$ cat src/rtl/cirno_pkg.sv
// cirno_pkg: shared types, opcode constants and widths for the Cirno CPU
package cirno_pkg;
    localparam int PC_W   = 9;
    localparam int DATA_W = 8;
    localparam int INST_W = 9;

    typedef enum logic [2:0] {
        T_NONE     = 3'd0,
        T_ALU      = 3'd1,
        T_IMM_CTRL = 3'd2,
        T_MOVE     = 3'd3,
        T_REG_CTRL = 3'd4,
        T_STORE    = 3'd5,
        T_LOAD     = 3'd6
    } inst_type_e;

    localparam logic [3:0] F_ADD  = 4'd0;
    localparam logic [3:0] F_SUB  = 4'd1;
    localparam logic [3:0] F_AND  = 4'd2;
    localparam logic [3:0] F_OR   = 4'd3;
    localparam logic [3:0] F_XOR  = 4'd4;
    localparam logic [3:0] F_CMP  = 4'd5;
    localparam logic [3:0] F_SH   = 4'd6;
    localparam logic [3:0] F_INCC = 4'd7;
    localparam logic [3:0] F_ANDI = 4'd8;
    localparam logic [3:0] F_SHRI = 4'd9;
    localparam logic [3:0] F_SHLI = 4'd10;
    localparam logic [3:0] F_MV   = 4'd11;
    localparam logic [3:0] F_CTRL = 4'd12;
    localparam logic [3:0] F_RSVD = 4'd13;
    localparam logic [3:0] F_ST   = 4'd14;
    localparam logic [3:0] F_LD   = 4'd15;

    localparam logic [1:0] OP_JMPI  = 2'd0;
    localparam logic [1:0] OP_BEQI  = 2'd1;
    localparam logic [1:0] OP_MOVIL = 2'd2;
    localparam logic [1:0] OP_MOVIH = 2'd3;

    localparam logic [1:0] C_JMP  = 2'd0;
    localparam logic [1:0] C_BEQ  = 2'd1;
    localparam logic [1:0] C_NIL  = 2'd2;
    localparam logic [1:0] C_HALT = 2'd3;

    function automatic logic [PC_W-1:0] sext6(input logic [5:0] v);
        return {{(PC_W-6){v[5]}}, v};
    endfunction
endpackage

$ cat src/rtl/cirno_alu_core.sv
// cirno_alu_core: combinational R-type datapath; st/ld/mv pass y through
module cirno_alu_core
    import cirno_pkg::*;
(
    input  logic [3:0]        funct,
    input  logic [DATA_W-1:0] x,
    input  logic [DATA_W-1:0] y,
    input  logic [1:0]        imm,
    input  logic              carry,
    output logic [DATA_W-1:0] result,
    output logic              carry_next,
    output logic              eq
);
    logic [2:0] sh_i;
    assign sh_i = {1'b0, imm} + 3'd1;
    assign eq = x == y;
    always_comb begin
        result = '0;
        carry_next = carry;
        case (funct)
            F_ADD:  {carry_next, result} = {1'b0, x} + {1'b0, y};
            F_SUB: begin
                result = x - y;
                carry_next = x < y;
            end
            F_AND:  result = x & y;
            F_OR:   result = x | y;
            F_XOR:  result = x ^ y;
            F_SH:   result = y[3] ? x >> y[2:0] : x << y[2:0];
            F_INCC: {carry_next, result} = {1'b0, x} + {8'b0, carry};
            F_ANDI: result = x & {6'b0, imm};
            F_SHRI: result = x >> sh_i;
            F_SHLI: result = x << sh_i;
            F_MV, F_ST, F_LD: result = y;
            default: result = '0;
        endcase
    end
endmodule

$ cat src/rtl/cirno_fetch_exec.sv
// cirno_fetch_exec: PC, instruction register, decode registers and execute stage
// sequenced by fetch/decode/alu strobes (init > fetch > decode > alu).
module cirno_fetch_exec
    import cirno_pkg::*;
(
    input  logic              clk,
    input  logic              rst_n,
    input  logic              init,
    input  logic [PC_W-1:0]   start_addr,
    input  logic              fetch_en,
    input  logic              decode_en,
    input  logic              alu_en,
    output logic [PC_W-1:0]   imem_addr,
    input  logic [INST_W-1:0] imem_rdata,
    input  logic [DATA_W-1:0] x,
    input  logic [DATA_W-1:0] y,
    output logic [2:0]        inst_type,
    output logic [3:0]        funct,
    output logic [1:0]        r1,
    output logic [1:0]        r2,
    output logic [5:0]        immediate,
    output logic              wb,
    output logic [DATA_W-1:0] result,
    output logic              cmp_flag,
    output logic              carry,
    output logic              done
);
    logic [PC_W-1:0]   pc;
    logic [INST_W-1:0] inst_q;
    inst_type_e        type_q, d_type;
    logic              itype_q;
    logic              d_i, d_wb, d_jump, d_halt;
    logic [1:0]        d_op2;
    logic [3:0]        d_f;
    logic [DATA_W-1:0] alu_res;
    logic              alu_c, alu_eq;

    assign imem_addr = pc;
    assign inst_type = type_q;

    always_comb begin
        d_i = inst_q[8];
        d_op2 = inst_q[7:6];
        d_f = inst_q[7:4];
        d_type = d_i ? (d_op2[1] ? T_MOVE : T_IMM_CTRL)
               : d_f <= F_SHLI ? T_ALU
               : d_f == F_MV ? T_MOVE
               : d_f == F_CTRL ? (inst_q[1] ? T_IMM_CTRL : T_REG_CTRL)
               : d_f == F_ST ? T_STORE
               : d_f == F_LD ? T_LOAD : T_IMM_CTRL;
        d_wb = d_i ? d_op2[1] : (d_type == T_ALU && d_f != F_CMP) || d_f == F_MV || d_f == F_LD;
        d_jump = d_i && (d_op2 == OP_JMPI || (d_op2 == OP_BEQI && cmp_flag));
        d_halt = !d_i && d_f == F_CTRL && inst_q[1:0] == C_HALT;
    end

    cirno_alu_core u_alu (
        .funct      (funct),
        .x          (x),
        .y          (y),
        .imm        (immediate[1:0]),
        .carry      (carry),
        .result     (alu_res),
        .carry_next (alu_c),
        .eq         (alu_eq)
    );

    // I-type ops report funct as {00,op2}; itype_q tells movil/movih apart from mv
    always_ff @(posedge clk or negedge rst_n) begin
        if (!rst_n) begin
            pc <= '0;
            inst_q <= '0;
            type_q <= T_NONE;
            itype_q <= 1'b0;
            funct <= '0;
            r1 <= '0;
            r2 <= '0;
            immediate <= '0;
            wb <= 1'b0;
            result <= '0;
            cmp_flag <= 1'b0;
            carry <= 1'b0;
            done <= 1'b0;
        end else if (init) begin
            pc <= start_addr;
            done <= 1'b0;
        end else if (!done) begin
            if (fetch_en) begin
                inst_q <= imem_rdata;
                pc <= pc + 9'd1;
            end else if (decode_en) begin
                type_q <= d_type;
                itype_q <= d_i;
                funct <= d_i ? {2'b00, d_op2} : d_f;
                r1 <= d_i ? 2'b00 : inst_q[3:2];
                r2 <= d_i ? 2'b00 : inst_q[1:0];
                immediate <= d_i ? inst_q[5:0] : {4'b0, inst_q[1:0]};
                wb <= d_wb;
                if (d_jump) pc <= pc + sext6(inst_q[5:0]);
                if (d_halt) done <= 1'b1;
            end else if (alu_en) begin
                case (type_q)
                    T_ALU: begin
                        if (funct == F_CMP) cmp_flag <= alu_eq;
                        else result <= alu_res;
                        if (funct == F_ADD || funct == F_SUB || funct == F_INCC) carry <= alu_c;
                    end
                    T_MOVE: result <= itype_q ? (funct[0] ? {immediate[3:0], x[3:0]} : {x[7:4], immediate[3:0]}) : alu_res;
                    T_REG_CTRL: if (r2 == C_JMP || cmp_flag) pc <= {1'b0, x};
                    T_STORE, T_LOAD: result <= alu_res;
                    default: ;
                endcase
            end
        end
    end
endmodule

$ cat config.mk
export PLATFORM = sky130hd
export DESIGN_NAME = cirno_fetch_exec
export DESIGN_NICKNAME = d
export VERILOG_FILES = /design/src/rtl/cirno_pkg.sv /design/src/rtl/cirno_alu_core.sv /design/src/rtl/cirno_fetch_exec.sv
export SDC_FILE = /design/constraint.sdc
export NUM_CORES = 1
export LEC_CHECK = 0
export ABC_CLOCK_PERIOD_IN_PS = 4200
export BUFFER_PORTS_ARGS = -buffer_cell sky130_fd_sc_hd__buf_2
export CORE_MARGIN = 2
export CORE_UTILIZATION = 35
export DETAILED_ROUTE_END_ITERATION = 8
export PLACE_DENSITY_LB_ADDON = 0.15
export SLEW_MARGIN = 20
export SYNTH_ARGS = -nofsm -noshare
export SYNTH_HDL_FRONTEND = slang
export SYNTH_SLANG_ARGS = --single-unit
$ cat constraint.sdc
create_clock -name clk -period 4.2 [get_ports clk]
set_input_delay 0 -clock clk [delete_from_list [all_inputs] [get_ports clk]]
set_output_delay 0 -clock clk [all_outputs]
set_load 0.005 [all_outputs]
* Yosys cells after proc, flatten, opt, wreduce, memory -nomap -nowiden
Index checks and enable logic that the tools add are counted.
Word-level totals: register bits after elaboration 48, bits in latches 0, memory bits (writable) 0, memory bits (read-only) 0, input bits 40, output and inout port bits 38, word-level logic and storage cells 124, memories kept 0
Cells by class: $add $sub $neg 6, multipliers 0, div/mod/pow operators 0, $lt $le $gt $ge 2, equal/unequal tests 30, shift-type cells 4, multiplexer cells 33, bitwise operators 8, reduce and logical (&&, ||, !) cells 28
Operators by type and width (number):
- case mux 8 bit (11 select lines) | 1
- 2-to-1 mux 9 bit | 8
- == test 4 bit (second input constant) | 10
- 2-to-1 mux 8 bit | 4
- case mux 8 bit (3 select lines) | 1
- 2-to-1 mux 3 bit | 7
- == test 4 x 3 -> 1 bit (second input constant) | 4
- << shifter 8 x 3 -> 8 bit | 2
- right shift 8 x 3 -> 8 bit | 2
- AND reduction 7 bit | 2
- nonzero test 4 bit | 3
- adder 8 x 1 -> 9 bit | 1
- adder 8 x 8 -> 9 bit | 1
- adder 9 x 1 -> 9 bit (second input constant) | 1
- adder 9 bit | 1
- == test 3 bit (second input constant) | 3
- bitwise AND 8 x 2 -> 8 bit | 1
- bitwise AND 8 bit | 1
- == test 4 x 2 -> 1 bit (second input constant) | 2
- == test 8 bit | 1
- less-than comparator 8 bit | 1
- != test 4 x 3 -> 1 bit (second input constant) | 2
- OR 8 bit | 1
- AND reduction 8 bit | 1
- other kinds (27) | 50

* Longest topological paths before layout
Gate-level depths: netlist of run 1.
word-level depth 12, mapped depth 10, mapped depth without buffers 9

* Modules after synthesis
Synthesis of run 1 repeated with hierarchy kept, for this count alone.
Unflattened totals: cells, all modules 672, area total of the unflattened synthesis 5501.5 sq um
Modules (own cells, without submodules):
- cirno_fetch_exec | instances 1, cells an instance 320, area each 2965.3 sq um, sequential area each 1201.2 sq um
- cirno_alu_core | instances 1, cells an instance 352, area each 2536.2 sq um, sequential area each 0.0 sq um

* Worst setup path after synthesis of run 1
No wires, ideal clock.
path type register -> register, from register pc[0], in the netlist imem_addr[0], to register pc[8], in the netlist imem_addr[8], data arrival time 2166 ps, path slack 1898 ps, stages on the path, launching flop included 9, buffers on the path 0, clock period less this slack 2302 ps, path through dfrtp_1 ha_1 fa_1 a21oi_1 o211ai_1 o41ai_1 xnor2_1 a221oi_1 o31ai_1
On the way: word-level cells in the longest chain between the ends 6, elaborated cells between the ends (all ways) 7, those cells by class 2 x add/sub; 5 x mux
RTL lines:
- from (decl) | line cirno_fetch_exec.sv:28 | logic [PC_W-1:0] pc;
- from (signal assigned) | line cirno_fetch_exec.sv:84 | pc <= start_addr;
- from (signal assigned) | line cirno_fetch_exec.sv:89 | pc <= pc + 9'd1;
- from (signal assigned) | line cirno_fetch_exec.sv:98 | if (d_jump) pc <= pc + sext6(inst_q[5:0]);
- adder 9 bit | line cirno_fetch_exec.sv:98
- 2-to-1 mux 9 bit | line cirno_fetch_exec.sv:98
- 2-to-1 mux 9 bit | line cirno_fetch_exec.sv:90 | end else if (decode_en) begin
- 2-to-1 mux 9 bit (*) | line cirno_fetch_exec.sv:87 | if (fetch_en) begin
- 2-to-1 mux 9 bit (*) | line cirno_fetch_exec.sv:86 | end else if (!done) begin
- 2-to-1 mux 9 bit (*) | line cirno_fetch_exec.sv:83 | end else if (init) begin
Every way passes the cells marked *; elsewhere a longest branch is shown, timed or not. The select of a mux whose other input is x is not followed. A chain may end at the register's enable or synchronous reset.

* Worst setup path after layout of run 1
from register immediate[0], to register result[3]
On the way: word-level cells in the longest chain between the ends 5, elaborated cells between the ends (all ways) 7, those cells by class 1 x add/sub; 2 x shift; 4 x mux
RTL lines:
- from (decl) | line cirno_fetch_exec.sv:21 | output logic [5:0] immediate,
- from (signal assigned) | line cirno_fetch_exec.sv:96 | immediate <= d_i ? inst_q[5:0] : {4'b0, inst_q[1:0]};
- adder 2 x 1 -> 3 bit (*) | line cirno_alu_core.sv:15 | assign sh_i = {1'b0, imm} + 3'd1;
- << shifter 8 x 3 -> 8 bit / right shift 8 x 3 -> 8 bit (equally long branches) | line cirno_alu_core.sv:33, cirno_alu_core.sv:32
- case mux 8 bit (11 select lines) (*) | line cirno_alu_core.sv:20 | case (funct)
- 2-to-1 mux 8 bit, on equally long branches | line cirno_fetch_exec.sv:107, cirno_fetch_exec.sv:103
- case mux 8 bit (3 select lines) (*) | line cirno_fetch_exec.sv:101 | case (type_q)
- to (signal assigned) | line cirno_fetch_exec.sv:104 | else result <= alu_res;
- to (signal assigned) | line cirno_fetch_exec.sv:107 | T_MOVE: result <= itype_q ? (funct[0] ? {immediate[3:0], x[3:0]} : {x[7:4], immediate[3:0]}) : alu_res;
- to (signal assigned) | line cirno_fetch_exec.sv:109 | T_STORE, T_LOAD: result <= alu_res;
- to (decl) | line cirno_fetch_exec.sv:23 | output logic [DATA_W-1:0] result,
Marked as above.

==> results.ini, run 1 <==
[critical_path]
crit_arrival_ns=3.25
crit_required_ns=4.37
slowest_stage=dfrtp_1
worst_path_largest_cell_delay_ns=0.95
cpLargestDelayFamily=flip-flops
criticalPathCategory=flip-flop to flip-flop
crit_path_end_kind=flip-flop
worstPathMaxFanout=28
cp_num_buf_inv=0
worstPathCellList=ha_1, mux2_2, mux2i_1, o221ai_1, a211o_1, a211oi_1, o21ai_1
start_kind=flip-flop

[clock_tree]
cts_sinks=48
clk_path_buf_depth=2
insertion_delay_ns=0.29
cts_buffers=5
h-tree-depth=2
clk_pin_slew_worst_paths_ns=0.07
cts_tree=built
cts_resized=0
root_buffer=clkbuf_16

[layout]
seqCellArea_mm2=0.001201
layout-drive-gt1-share_pct=16.85
n_fill_cell=1569
multiInputGateArea_mm2=0.003953
finalNetCount=815
diodes=0
area_growth_pct=13.11
utilization_pct=40.69

[synth]
synth_edf_count=0
async_flop_share_pct=100.0
synthCells=685
synth_ff_type=dfrtp_1
synth.avg_cell_area_um2=8.013
synth_area_mm2=0.005489
yosys_register_bits=48
ys_warn_count=0
synth.largest_area_cell=dfrtp_1
synth_top_area_share_pct=21.88
yosysUniqueCellTypes=83
synth_area_leaders=dfrtp_1 (22%), ha_1 (8.4%), mux2i_1 (5.3%), a21oi_1 (4.5%), o21ai_0 (4.5%)
synth.yosys.seq_area_share_pct=21.88
syn_nets=765

[routing]
vias=5548
detail_route.wl_per_cell_um=20.34
drt-met1-wl_um=8877
antenna_left=0
first_iter_violations=506
vias_per_cell=5.859
dr.pass1.iters=4
routed_wl_um=19260
top_layer_used=met4
drc_errors=0
wl_met3_um=1049
wl_met2_um=8885

[floorplanning]
die-area_mm2=0.01670
start_util_pct=35.97
num_rows=45
coreArea_mm2=0.01526
die-width_um=129.2
io_pins=78
die_y_um=129.2

[global_routing]
grt_overflow=0
track_usage_pct=23.14
grt_pass1_vias=5373
grt_max_degree=49
antenna_found_initial=0
grt_pass1_wl_um=30310

[sta]
tns_ns=0
grt_setup_unrepaired=false
slew_headroom_pct=36.67
clock_skew_ns=0.008009
layout_worst_path_cycle_share_pct=73.47
fmax_mhz=324.1
tightest_slew_ns=0.9261
setup_violations=0
drv_slew=0
min_period_ns=3.086
hold_viol_final=0

[placed_design]
port-buffer-count=77
dp_hpwl_um=14350
gp_congestion=0.9327

[outcome]
outcome=complete, no violations

[hold_path]
hold_class=primary input to flip-flop

[job]
maxCapViolCount=0

[power_and_ir_drop]
leakage_nw=2.641
power_density_mw_per_mm2=367.4
ir_drop_v=0.0002311

-- routing by layer --
layer / GRT usage, % / up-vias
li1: - / 2645
met1: 31.92 / 2661
met2: 37.55 / 215
met3: 2.973 / 27
met4: 7.609 / 0
met5: 0 / -
-- cell type report --
class,instances,area share [%]
clock buffer,7,2.136
sequential,48,19.35
clock inverter,1,0.1411
tap,211,4.252
inverter,37,2.237
multi-input combinational,553,63.66
timing repair buffer,90,8.223
-- placed cells by master, fill, tap and decap left out, types with 7 or more instances in the layout --
cell type,n
o21ai_0,49
nand3_1,13
mux2i_1,29
o211ai_1,8
dfrtp_1,48
nor2_1,55
nand2b_1,18
nor3_1,15
xnor2_1,19
nand2_1,60
o22ai_1,8
dlygate4sd3_1,11
o31ai_1,9
ha_1,37
a22oi_1,7
inv_1,36
buf_2,77
a21oi_1,49
nor2b_1,10
a211oi_1,15
mux2_2,17
-- cell families (layout without fill, tap and decap cells) --
group,after synthesis,count (layout),synth area share (%)
xor+xnor,22,22,3.510
flops,48,48,21.88
compound gates,211,211,25.67
simple gates,228,228,22.04
buf+inv,84,135,6.132
fa+ha+maj,40,40,9.528
mux,52,52,11.24
-- registers in the layout, indices dropped and copies added (netlist names) --
register,count
carry,1
cmp_flag,1
done,1
funct,4
imem_addr,9
immediate,6
inst_q,9
inst_type,3
itype_q,1
r1,2
r2,2
result,8
wb,1
-- where the power goes --
group	leakage [nW]	internal, W	switching (W)
sequential	0.599	0.000558	0.000221
clock	0.0681	0.000223	0.000174
combinational	1.97	0.000500	0.000606
-- timing repair --
| action | 4_1_cts | 5_1_grt |
|---|---|---|
| hold buffers | 11 | 0 |
| endpoints found under the hold margin | 58 | 0 |
| buffers inserted | 0 | 0 |
-- Yosys cell counts (3+ instances only) --
master	count
o32ai_1	5
nor3b_1	5
xnor2_1	19
or3_1	6
or4_1	3
a22oi_1	7
nor2b_1	10
nand2b_1	18
a211oi_1	15
mux2i_1	29
nand4_1	5
o31ai_1	9
a211o_1	4
o21ai_0	49
a22o_1	4
o21ai_1	5
nor2_1	55
nand4b_1	3
nor3_1	15
mux2_2	17
nand3b_1	3
nand3_1	13
o221ai_1	6
or2_2	3
dfrtp_1	48
ha_1	37
clkbuf_1	30
nand2_1	60
o22ai_1	8
and3_1	3
a221oi_1	6
mux4_2	6
a21oi_1	49
buf_2	14
xor2_1	3
a31oi_1	6
fa_1	3
o211ai_1	8
inv_1	36
nor4_1	6
-- per-stage QoR --
step	setup WS (ns)	instance area [µm²]	hold slack (ns)	total power, W	instances
finish	1.114	6208	0.01737	0.002281	947
global route	0.9146	6208	0.01937	0.002446	947
CTS	1.172	6207	0.007376	0.002281	947
detailed placement	1.169	5956	0.1507	0.001864	928
global placement	1.371	5956	0.1453	0.001857	928
floorplan	1.898	5489	-0.2956	0.001494	685
-- worst register-to-register path: cells and delay by family (launching register included) --
kind                     cells  cell delay [ns]
flip-flops                   1             0.95
AO/OA/AOI/OAI                4             0.91
multiplexers                 2             0.60
adder cells (fa/ha/maj)      1             0.52
-- path summary, 6_finish.rpt --
| path | slack [ns] | depth (start not counted) | end | startpoint |
|---|---|---|---|---|
| worst max register to register | 1.11 | 7 | result[3]$_DFFE_PN0P_ | immediate[0]$_DFFE_PN0P_ |
| worst max-delay path | 1.11 | 7 | result[3]$_DFFE_PN0P_ | immediate[0]$_DFFE_PN0P_ |
| worst min-delay path | 0.02 | 3 | imem_addr[6]$_DFFE_PN0P_ | start_addr[6] |
| max in group asynchronous | 3.43 | 3 | r1[0]$_DFFE_PN0P_ | rst_n |
| worst min register to register | 0.48 | 2 | immediate[4]$_DFFE_PN0P_ | immediate[4]$_DFFE_PN0P_ |
| min in group asynchronous | 0.35 | 3 | inst_q[5]$_DFFE_PN0P_ | rst_n |
(Power assumes the default switching activity.)
==> inputs of run 2 (changes only) <==
--- a/config.mk
+++ b/config.mk
@@ -5,7 +5,7 @@
 export SDC_FILE = /design/constraint.sdc
 export NUM_CORES = 1
 export LEC_CHECK = 0
-export ABC_CLOCK_PERIOD_IN_PS = 4200
+export ABC_CLOCK_PERIOD_IN_PS = 3000
 export BUFFER_PORTS_ARGS = -buffer_cell sky130_fd_sc_hd__buf_2
 export CORE_MARGIN = 2
 export CORE_UTILIZATION = 35
==> constraint.sdc (replaced) <==
create_clock -name clk -period 3 [get_ports clk]
set_input_delay 0 -clock clk [delete_from_list [all_inputs] [get_ports clk]]
set_output_delay 0 -clock clk [all_outputs]
set_load 0.005 [all_outputs]
==> results.ini, run 2 (synthesis gave the netlist of run 1 again) <==
[outcome]
outcome=complete, no violations  ; unchanged

[floorplanning]
io_pins=78  ; unchanged
die_y_um=129.2  ; unchanged
start_util_pct=35.97  ; unchanged
die-width_um=129.2  ; unchanged
num_rows=45  ; unchanged
die-area_mm2=0.01670  ; unchanged
coreArea_mm2=0.01526  ; unchanged

[layout]
n_fill_cell=1590  ; was 1,569
layout-drive-gt1-share_pct=19.76  ; was 16.85%
layout_commonest_cell=buf_2  ; unchanged
finalNetCount=843  ; was 815
diodes=0  ; unchanged
area_growth_pct=16.91  ; was 13.11%
utilization_pct=42.06  ; was 40.69%
mostFrequentLayoutCells=buf_2 (77), nand2_1 (60), nor2_1 (55)  ; unchanged
final_cells=975  ; was 947

[sta]
tightest_slew_ns=1.029  ; was 0.9261 ns
clock_skew_ns=0.004126  ; was 0.008009 ns
min_period_ns=2.694  ; was 3.086 ns
tns_ns=0  ; unchanged
fmax_mhz=371.1  ; was 324.1 MHz
layout_worst_path_cycle_share_pct=89.82  ; was 73.47%
setup_violations=0  ; unchanged
drv_slew=0  ; unchanged
hold_viol_final=0  ; unchanged
grt_setup_unrepaired=false  ; unchanged
slew_headroom_pct=31.43  ; was 36.67%

[critical_path]
start_kind=flip-flop  ; unchanged
cp-startpoint=funct[0]$_DFFE_PN0P_  ; was immediate[0]$_DFFE_PN0P_
crit_arrival_ns=2.87  ; was 3.25 ns
r2r_end=result[3]$_DFFE_PN0P_  ; unchanged
worstPathMaxFanout=17  ; was 28
reg2reg_depth=8  ; was 7
crit_required_ns=3.17  ; was 4.37 ns
crit_path_end_kind=flip-flop  ; unchanged
reg2reg_from=funct[0]$_DFFE_PN0P_  ; was immediate[0]$_DFFE_PN0P_
criticalPathCategory=flip-flop to flip-flop  ; unchanged
r2r_slack_ns=0.31  ; was 1.11 ns

[clock_tree]
clk_path_buf_depth=2  ; unchanged
cts_tree=built  ; unchanged
cts_sinks=48  ; unchanged
insertion_delay_ns=0.29  ; about the same
root_buffer=clkbuf_16  ; unchanged
h-tree-depth=2  ; unchanged
clk_pin_slew_worst_paths_ns=0.07  ; about the same
cts_buffers=5  ; unchanged
cts_resized=0  ; unchanged

[routing]
drt-met1-wl_um=8720  ; was 8877 µm
wl_met3_um=1422  ; was 1049 µm
first_iter_violations=528  ; was 506
vias=5757  ; was 5,548
wl_met2_um=9314  ; was 8885 µm
routed_wl_um=20140  ; was 19,260 µm
drc_errors=0  ; unchanged
top_layer_used=met4  ; unchanged
antenna_left=0  ; unchanged
vias_per_cell=5.905  ; was 5.859
dr.pass1.iters=6  ; was 4
detail_route.wl_per_cell_um=20.66  ; was 20.34 µm

[placed_design]
dp_hpwl_um=15340  ; was 14,350 µm
port-buffer-count=77  ; unchanged
gp_congestion=0.9467  ; was 0.9327
dp.cells=956  ; was 928

[global_routing]
grt_pass1_vias=5556  ; was 5,373
antenna_found_initial=0  ; unchanged
grt_max_degree=40  ; was 49
grt_pass1_wl_um=31520  ; was 30,310 µm
track_usage_pct=24.38  ; was 23.14%
grt_overflow=0  ; unchanged

[hold_path]
hold_class=primary input to flip-flop  ; unchanged
holdPathStages=3  ; unchanged
hold_end=imem_addr[8]$_DFFE_PN0P_  ; was imem_addr[6]$_DFFE_PN0P_
min-delay-start=start_addr[8]  ; was start_addr[6]

[job]
maxCapViolCount=0  ; unchanged

[power_and_ir_drop]
power_density_mw_per_mm2=517.6  ; was 367.4 mW/mm²
ir_drop_v=0.0003279  ; was 0.0002311 V
leakage_nw=2.778  ; was 2.641 nW

## run 2: changes by cell type in the layout (fill, tap and decap cells not counted)
cell and change:
buf_4 +28, or3_1 +1, or3_2 -1
## run 2: layout make-up
class	count	area (µm²)	area share (%)
clock buffers	7	132.6	2.067
clock inverters	1	8.758	0.1365
inverters	37	138.9	2.164
multi-input cells	553	3951	61.57
flip-flops and latches	48	1201	18.72
well taps	211	264.0	4.114
repair buffers	118	720.7	11.23
## run 2: report_power, final
group / internal [W] / total, W / leakage [nW] / switching, W
clock: 0.000312 / 0.000568 / 0.0681 / 0.000256
sequential: 0.000783 / 0.000978 / 0.599 / 0.000195
combinational: 0.000778 / 0.00178 / 2.11 / 0.000998
total: 0.00187 / 0.00332 / 2.78 / 0.00145
## run 2: worst max path at each step
stage / cells after the start / slack [ns] / to
floorplan: 8 / 0.70 / imem_addr[8]$_DFFE_PN0P_
global placement: 8 / 0.41 / result[3]$_DFFE_PN0P_
detailed placement: 8 / 0.44 / result[3]$_DFFE_PN0P_
CTS: 8 / 0.40 / result[3]$_DFFE_PN0P_
global route: 8 / 0.21 / result[3]$_DFFE_PN0P_
finish: 8 / 0.31 / result[3]$_DFFE_PN0P_
## run 2: stage by stage
stage,total power (W),instance area [µm²],hold slack (ns),setup WS (ns)
final,0.003322,6417,0.007499,0.3055
after CTS,0.003314,6417,0.003839,0.4019
after floorplan,0.002092,5489,-0.2956,0.6978
after detailed placement,0.002724,6166,0.1807,0.4429
after global placement,0.002714,6166,0.1688,0.4148
after global routing,0.003556,6417,0.01856,0.2127
## run 2: per-layer routing
layer | GRT usage [%] | up-vias
met5 | 0 | -
met1 | 32.53 | 2774
met3 | 3.757 | 47
li1 | - | 2697
met2 | 39.75 | 239
met4 | 9.463 | 0
## run 2: what timing repair did
action,4_1_cts,5_1_grt
hold buffers,11,0
setup buffers,0,0
hold endpoints to repair,48,0
## run 2: critical path, stage by stage, from the launching register on
cell	delay [ns]
dfrtp_1	0.79
buf_4	0.33
and4bb_2	0.26
nand2b_1	0.09
o221ai_1	0.14
a211o_1	0.32
a211oi_1	0.38
buf_4	0.20
o21ai_1	0.06
